==> src/rtl/fir_pkg.sv <==
// Shared types and helpers for the FIR multiply-accumulate engine.
package fir_pkg;

   // Width of the container used when shifting/clipping accumulator values.
   localparam int MAX_W = 128;

   // Pipeline token that travels alongside each tap.
   typedef struct packed {
      logic tv;     // tap carries a valid coefficient/sample pair
      logic first;  // first tap of a run: load the accumulator
      logic endt;   // run finished: publish the accumulator
   } tok_t;

   // Tap counter width; one extra code so the counter can rest at NUM_TAPS.
   function automatic int addr_w(input int taps);
      return $clog2(taps + 1);
   endfunction

   // Accumulator width large enough that a full run can never overflow.
   function automatic int acc_w(input int data_w, input int coef_w, input int taps);
      return data_w + coef_w + $clog2(taps);
   endfunction

   // Drop the fractional bits, then clip to the signed data range when enabled.
   // With clipping off the caller keeps the low data_w bits (plain wrap).
   function automatic logic signed [MAX_W-1:0] sat_shift(
      input logic signed [MAX_W-1:0] acc,
      input int                      frac,
      input int                      data_w,
      input logic                    sat_en
   );
      logic signed [MAX_W-1:0] r;
      logic signed [MAX_W-1:0] hi;
      logic signed [MAX_W-1:0] lo;
      r  = acc >>> frac;
      hi = (128'sd1 <<< (data_w - 1)) - 128'sd1;
      lo = ~hi;
      if (sat_en && (r > hi)) begin
         r = hi;
      end else if (sat_en && (r < lo)) begin
         r = lo;
      end else begin
         r = r;
      end
      return r;
   endfunction

endpackage

==> src/rtl/fir_mac_engine_if.sv <==
// Sample bus between the sample queue, the FIR engine and the summing stage.
interface fir_mac_engine_if #(
   parameter int NUM_CH = 2,
   parameter int DATA_W = 16
);
   logic                       sequencing;
   logic [NUM_CH*DATA_W-1:0]   smpl_in;
   logic [NUM_CH*DATA_W-1:0]   smpl_out;
   logic                       out_vld;
   logic                       busy;

   modport master (output sequencing, output smpl_in,
                   input  smpl_out, input out_vld, input busy);
   modport slave  (input  sequencing, input smpl_in,
                   output smpl_out, output out_vld, output busy);
endinterface

==> src/rtl/fir_mac_engine_coef_rom.sv <==
// Coefficient ROM shared by all channels: one registered read per cycle.
// Contents come from a packed parameter table (tap 0 in the LSBs).
module coef_rom #(
   parameter int                      COEF_W         = 16,
   parameter int                      DEPTH          = 1021,
   parameter int                      ADDR_W         = 10,
   parameter                          COEF_FILE      = "coef.hex",
   parameter bit                      INIT_FROM_FILE = 1'b1,
   parameter logic [DEPTH*COEF_W-1:0] COEF_INIT      = '0
) (
   input  logic                     clk,
   input  logic                     rst_n,
   input  logic [ADDR_W-1:0]        addr,
   output logic signed [COEF_W-1:0] dout
);
   logic [COEF_W-1:0] word_s;

   // Look up the addressed word in the packed table; addresses past the table read as zero.
   always_comb begin
      if (addr < ADDR_W'(DEPTH)) begin
         word_s = COEF_W'(COEF_INIT >> (int'(addr) * COEF_W));
      end else begin
         word_s = '0;
      end
   end

   // Registered read port.
   always_ff @(posedge clk or negedge rst_n) begin
      if (!rst_n) begin
         dout <= '0;
      end else begin
         dout <= $signed(word_s);
      end
   end
endmodule

==> src/rtl/fir_mac_engine.sv <==
// Multi-channel FIR MAC engine: S0 address/tokens, S1 ROM + sample register,
// S2 products, S3 accumulate and publish on the end token.
module fir_mac_engine
   import fir_pkg::*;
#(
   parameter int                         DATA_W         = 16,
   parameter int                         COEF_W         = 16,
   parameter int                         NUM_TAPS       = 1021,
   parameter int                         NUM_CH         = 2,
   parameter int                         FRAC           = 15,
   parameter int                         SAT_EN         = 1,
   parameter                             COEF_FILE      = "coef.hex",
   parameter bit                         INIT_FROM_FILE = 1'b1,
   parameter logic [NUM_TAPS*COEF_W-1:0] COEF_INIT      = '0
) (
   input logic              clk,
   input logic              rst_n,
   fir_mac_engine_if.slave  bus
);
   localparam int ADDR_W = addr_w(NUM_TAPS);
   localparam int ACC_W  = acc_w(DATA_W, COEF_W, NUM_TAPS);
   localparam int PROD_W = DATA_W + COEF_W;

   logic [ADDR_W-1:0]         addr_r;
   logic                      seq_d1_r;
   tok_t                      s0_tok_s;
   tok_t                      s1_tok_r;
   tok_t                      s2_tok_r;
   logic                      s3_busy_r;
   logic [NUM_CH*DATA_W-1:0]  s1_smpl_r;
   logic signed [COEF_W-1:0]  coef_s;
   logic signed [PROD_W-1:0]  prod_s    [NUM_CH];
   logic signed [PROD_W-1:0]  s2_prod_r [NUM_CH];
   logic signed [ACC_W-1:0]   acc_r     [NUM_CH];
   logic [NUM_CH*DATA_W-1:0]  res_s;
   logic [NUM_CH*DATA_W-1:0]  smpl_out_r;
   logic                      out_vld_r;

   // Tap address: parked at 0 between runs, counts up during a run, stops at NUM_TAPS.
   always_ff @(posedge clk or negedge rst_n) begin
      if (!rst_n) begin
         addr_r <= '0;
      end else if (!bus.sequencing) begin
         addr_r <= '0;
      end else if (addr_r != ADDR_W'(NUM_TAPS)) begin
         addr_r <= addr_r + ADDR_W'(1);
      end else begin
         addr_r <= addr_r;
      end
   end

   // S0 tokens: taps past the table are dropped, edges of sequencing mark first/end.
   always_comb begin
      s0_tok_s       = '0;
      s0_tok_s.tv    = bus.sequencing & (addr_r < ADDR_W'(NUM_TAPS));
      s0_tok_s.first = bus.sequencing & ~seq_d1_r;
      s0_tok_s.endt  = ~bus.sequencing & seq_d1_r;
   end

   coef_rom #(
      .COEF_W         (COEF_W),
      .DEPTH          (NUM_TAPS),
      .ADDR_W         (ADDR_W),
      .COEF_FILE      (COEF_FILE),
      .INIT_FROM_FILE (INIT_FROM_FILE),
      .COEF_INIT      (COEF_INIT)
   ) u_rom (
      .clk   (clk),
      .rst_n (rst_n),
      .addr  (addr_r),
      .dout  (coef_s)
   );

   // S1: samples and tokens registered to line up with the ROM output.
   always_ff @(posedge clk or negedge rst_n) begin
      if (!rst_n) begin
         seq_d1_r  <= 1'b0;
         s1_tok_r  <= '0;
         s1_smpl_r <= '0;
      end else begin
         seq_d1_r  <= bus.sequencing;
         s1_tok_r  <= s0_tok_s;
         s1_smpl_r <= bus.smpl_in;
      end
   end

   // Full-precision signed product per channel against the shared coefficient.
   always_comb begin
      for (int c = 0; c < NUM_CH; c++) begin
         prod_s[c] = PROD_W'($signed(s1_smpl_r[c*DATA_W +: DATA_W])) * PROD_W'(coef_s);
      end
   end

   // S2: products registered together with their tokens.
   always_ff @(posedge clk or negedge rst_n) begin
      if (!rst_n) begin
         s2_tok_r <= '0;
         for (int c = 0; c < NUM_CH; c++) begin
            s2_prod_r[c] <= '0;
         end
      end else begin
         s2_tok_r <= s1_tok_r;
         for (int c = 0; c < NUM_CH; c++) begin
            s2_prod_r[c] <= prod_s[c];
         end
      end
   end

   // S3 accumulate: the first tap loads, so a new run needs no clear cycle.
   always_ff @(posedge clk or negedge rst_n) begin
      if (!rst_n) begin
         for (int c = 0; c < NUM_CH; c++) begin
            acc_r[c] <= '0;
         end
      end else begin
         for (int c = 0; c < NUM_CH; c++) begin
            if (s2_tok_r.tv && s2_tok_r.first) begin
               acc_r[c] <= ACC_W'(s2_prod_r[c]);
            end else if (s2_tok_r.tv) begin
               acc_r[c] <= acc_r[c] + ACC_W'(s2_prod_r[c]);
            end else begin
               acc_r[c] <= acc_r[c];
            end
         end
      end
   end

   // Scale each finished accumulator back to sample width (clip or wrap).
   always_comb begin
      res_s = '0;
      for (int c = 0; c < NUM_CH; c++) begin
         res_s[c*DATA_W +: DATA_W] =
            DATA_W'(sat_shift(MAX_W'(acc_r[c]), FRAC, DATA_W, (SAT_EN != 0)));
      end
   end

   // Output register: capture on the end token, hold otherwise; strobe for one cycle.
   always_ff @(posedge clk or negedge rst_n) begin
      if (!rst_n) begin
         smpl_out_r <= '0;
         out_vld_r  <= 1'b0;
         s3_busy_r  <= 1'b0;
      end else begin
         if (s2_tok_r.endt) begin
            smpl_out_r <= res_s;
         end else begin
            smpl_out_r <= smpl_out_r;
         end
         out_vld_r <= s2_tok_r.endt;
         s3_busy_r <= s2_tok_r.tv | s2_tok_r.endt;
      end
   end

   assign bus.smpl_out = smpl_out_r;
   assign bus.out_vld  = out_vld_r;
   assign bus.busy     = bus.sequencing | s1_tok_r.tv | s1_tok_r.endt |
                         s2_tok_r.tv | s2_tok_r.endt | s3_busy_r;
endmodule

==> src/flat_wrapper.sv <==
// flat-port wrapper written by rule: the top's interface ports become plain ports
module fir_mac_engine_flat import fir_pkg::*;
#(
   parameter int                         DATA_W         = 16,
   parameter int                         COEF_W         = 16,
   parameter int                         NUM_TAPS       = 1021,
   parameter int                         NUM_CH         = 2,
   parameter int                         FRAC           = 15,
   parameter int                         SAT_EN         = 1,
   parameter                             COEF_FILE      = "        ",
   parameter bit                         INIT_FROM_FILE = 1'b1,
   parameter logic [NUM_TAPS*COEF_W-1:0] COEF_INIT      = '0
)
  (clk, rst_n, bus_sequencing, bus_smpl_in, bus_smpl_out, bus_out_vld, bus_busy);
  fir_mac_engine_if #(.NUM_CH(NUM_CH), .DATA_W(DATA_W)) bus_i ();
  input logic clk;
  input logic rst_n;
  input wire logic [$bits(bus_i.sequencing)-1:0] bus_sequencing;
  input wire logic [$bits(bus_i.smpl_in)-1:0] bus_smpl_in;
  output wire logic [$bits(bus_i.smpl_out)-1:0] bus_smpl_out;
  output wire logic [$bits(bus_i.out_vld)-1:0] bus_out_vld;
  output wire logic [$bits(bus_i.busy)-1:0] bus_busy;
  assign bus_i.sequencing = bus_sequencing;
  assign bus_i.smpl_in = bus_smpl_in;
  assign bus_smpl_out = bus_i.smpl_out;
  assign bus_out_vld = bus_i.out_vld;
  assign bus_busy = bus_i.busy;
  fir_mac_engine #(.DATA_W(DATA_W), .COEF_W(COEF_W), .NUM_TAPS(NUM_TAPS), .NUM_CH(NUM_CH), .FRAC(FRAC), .SAT_EN(SAT_EN), .COEF_FILE(COEF_FILE), .INIT_FROM_FILE(INIT_FROM_FILE), .COEF_INIT(COEF_INIT)) u_core (.clk(clk), .rst_n(rst_n), .bus(bus_i));
endmodule
==> config.mk <==
export PLATFORM = sky130hd
export DESIGN_NAME = fir_mac_engine_flat
export DESIGN_NICKNAME = d
export VERILOG_FILES = /design/src/rtl/fir_pkg.sv /design/src/rtl/fir_mac_engine_if.sv /design/src/rtl/fir_mac_engine_coef_rom.sv /design/src/rtl/fir_mac_engine.sv /design/src/flat_wrapper.sv
export SDC_FILE = /design/constraint.sdc
export NUM_CORES = 1
export LEC_CHECK = 0
export BUFFER_PORTS_ARGS = -buffer_cell sky130_fd_sc_hd__buf_2
export CORE_ASPECT_RATIO = 1.2
export CORE_MARGIN = 4
export CORE_UTILIZATION = 47
export CTS_BUF_LIST = sky130_fd_sc_hd__clkbuf_2 sky130_fd_sc_hd__clkbuf_4 sky130_fd_sc_hd__clkbuf_8
export CTS_CLUSTER_DIAMETER = 30
export DETAILED_ROUTE_END_ITERATION = 7
export GPL_TIMING_DRIVEN = 0
export PLACE_DENSITY_LB_ADDON = 0.15
export SLEW_MARGIN = 25
export SYNTH_ARGS = -nofsm -noshare
export SYNTH_HDL_FRONTEND = slang
export SYNTH_SLANG_ARGS = --single-unit
==> constraint.sdc <==
create_clock -name clk -period 2.6 [get_ports clk]
set_input_delay 0.52 -clock clk [delete_from_list [all_inputs] [get_ports clk]]
set_output_delay 0.52 -clock clk [all_outputs]
set_load 0.01 [all_outputs]
==> out/metrics.yaml <==
finish:
  nFillCells: 196
  regArea_um2: 425.4
  final_cells: 181
  final_nets: 190
  antenna_cells: 0
  drive_gt1_share_pct: 30.46
  area_delta_synth_final_pct: 18.68
  multi_input_area_um2: 490.5
  final_cell_area_um2: 1280
logic_synthesis:
  synth_warnings: 0
  ys_async_sr_fraction_pct: 100.0
  synth_top_family_by_area: "buffers and inverters"
  yosys_register_bits: 17
  synthTopCellsByCount: "buf_4 (32), dfrtp_1 (17), nand2_1 (13)"
  synth_largest_area_cell: "dfrtp_1"
  synth_compound_gate_area_share_pct: 11.95
  synth_area_leaders: "dfrtp_1 (39%), buf_4 (22%), mux2i_1 (4.6%)"
  synthAdderAreaFrac_pct: 3.480
  synth_xor_area_share_pct: 0
  synth_edf_count: 0
  synth_cells: 112
  synthSimpleGateAreaFrac_pct: 14.27
  syn_area_per_cell_um2: 9.630
  synth-seq-area-share_pct: 39.44
  synth_cell_type_count: 25
  synthesis.area_um2: 1079
  yosysTopAreaCellShare_pct: 39.44
  yosysMostFrequentCell: "buf_4"
  synth_ff_type: "dfrtp_1"
  synthMuxAreaShare_pct: 4.640
cts:
  cts.clk_slew.worst_paths_ps: 90
  cts_max_level: 1
  cts_resized: 0
  max-clock-path-buffers: 2
  worstSkewPairLatency_ps: 290
  ctsHoldBuffers: 0
  cts.sinks: 17
  numCtsBuffers: 3
  postCtsSetupRepairBufs: 0
  cts_tree: "built"
  root_buffer: "clkbuf_4"
global_route:
  grt_pass1_wl_mm: 3.063
  antenna_found_initial: 0
  grt_overflow: 0
  first_global_vias: 682
  grt_usage_pct: 13.35
  grt_max_degree: 18
sta:
  fin_skew_ps: 1.701
  whs_ps: 126.2
  max_freq_mhz: 561.7
  tns_ps: 0
  finalHoldViolCount: 0
  drv_slew: 0
  setup_viol: 0
  rsz0062_at_grt: "false"
  min_period_ps: 1780
  post-route-period-util_pct: 68.48
power:
  finalPower_mw: 0.5107
  leakage_nw: 0.6742
  power_density_nw_per_um2: 399.0
  ir_worst_vdd_v: 0.0003367
critical_path:
  cp.required_ps: 2080
  cp-end-kind: "primary output"
  critPathBufInv: 1
  max_stage_delay_ps: 400
  worstPathArrival_ps: 1260
  critPathKind: "reg2out"
  r2r_slack_ps: 890
  start_kind: "flip-flop"
  worstPathMaxFanout: 2
  crit_path_cell_trace: "or2_2 > nand2b_1 > buf_2"
  r2r_cells: 5
  critPathSlowestCell: "dfrtp_1"
  timing.rr.start: "u_core.addr_r[0]"
  critPathTopFamily: "simple AND/OR/NAND/NOR gates"
  r2r_end: "u_core.addr_r[5]"
place:
  place_area_um2: 1252
  hpwl_mm: 1.415
  place_congestion: 0.7470
  portBuffers: 4
  place_inst: 177
die:
  floorplan.die_area_um2: 3128
  coreArea_um2: 2117
  die_x_um: 51.73
  num_rows: 18
  io_pins: 69
  start_util_pct: 50.95
  fp.dieH_um: 60.48
route:
  drc: 0
  vias_per_cell: 4.287
  wl_per_cell_um: 9.890
  drt_iter0_drc: 10
  drt_wl_total_mm: 1.790
  dr.pass1.iters: 5
  vias: 776
  route.antenna.remaining_nets: 0
run:
  cap_violations: 0
hold_path:
  hold_class: "in2async"
outcome:
  status: "completed"
==> metrics by stage <==
step,setup slack (ps),utilization (%)
2_1_floorplan,1069,-
3_3_place_gp,914.2,59.16
4_1_cts,803.5,60.46
5_1_grt,750.2,60.46
6_report,819.6,60.46
3_5_place_dp,918.4,59.16
==> registers in the layout (all words and copies together) (netlist names) <==
signal,cells
u_core.bus.out_vld,1
u_core.s2_tok_r,2
u_core.s1_tok_r,2
u_core.seq_d1_r,1
u_core.s3_busy_r,1
u_core.addr_r,10
==> cell usage in the layout, fill, tap and decap left out, types with 4 or more instances in the layout <==
cell / netlist / routed
nand2_1: 13 / 13
inv_1: 5 / 5
buf_4: 32 / 32
buf_2: 1 / 5
mux2i_1: 5 / 5
conb_1: 1 / 32
nand2b_1: 4 / 4
dfrtp_1: 17 / 17
o21ai_0: 5 / 5
and3_1: 5 / 5
a31oi_1: 4 / 4
==> power breakdown <==
part | total [mW] | switching [mW] | internal [mW]
sequential | 0.281 | 0.00776 | 0.274
clock | 0.138 | 0.0812 | 0.0573
combinational | 0.0910 | 0.0483 | 0.0427
==> worst reg2reg max path, delay by kind of cell, from the launching register on <==
| kind | cells | cell delay, ps |
|---|---|---|
| flops | 1 | 460 |
| fa+ha+maj | 1 | 300 |
| compound gates | 1 | 300 |
| mux | 1 | 230 |
| simple gates | 1 | 200 |
| buf+inv | 1 | 150 |
==> worst max path at each step <==
stage | from | endpoint | slack (ps) | cells after the start
detailed placement | u_core.addr_r[0] | u_core.addr_r[5] | 920 | 5
finish | u_core.s2_tok_r[0] | bus_busy | 820 | 3
floorplan | u_core.addr_r[0] | u_core.addr_r[5] | 1070 | 5
global route | u_core.addr_r[1] | u_core.addr_r[5] | 750 | 6
global placement | bus_sequencing | bus_busy | 910 | 4
CTS | u_core.s2_tok_r[0] | bus_busy | 800 | 3
==> logic make-up (layout without fill, tap and decap cells) <==
| group | count (synthesis) | count (layout) |
|---|---|---|
| adder cells (fa/ha/maj) | 3 | 3 |
| multiplexers | 5 | 5 |
| buffers and inverters | 40 | 48 |
| other | 1 | 32 |
| AO/OA/AOI/OAI | 16 | 16 |
| flip-flops | 17 | 17 |
| AND/OR/NAND/NOR | 30 | 30 |
==> metal layers <==
metal,part of all wire [%],track usage (%),wire length [um],up-vias
li1,-,-,-,397
met1,43,17.00,766,350
met2,50,20.00,891,27
met3,6.1,4.668,110,2
met4,1.2,7.116,22,0
met5,0,0,0,-
==> cell type report <==
type                    instances  area share (%)
clock inverters                 1          0.3910
inverters                       5           1.466
plain buffers                  35           20.33
flip-flops and latches         17           33.24
clock buffers                   3           1.760
repair buffers                  4           1.564
well taps                      30           2.933
multi-input cells              86           38.32
(Power assumes the default switching activity.)
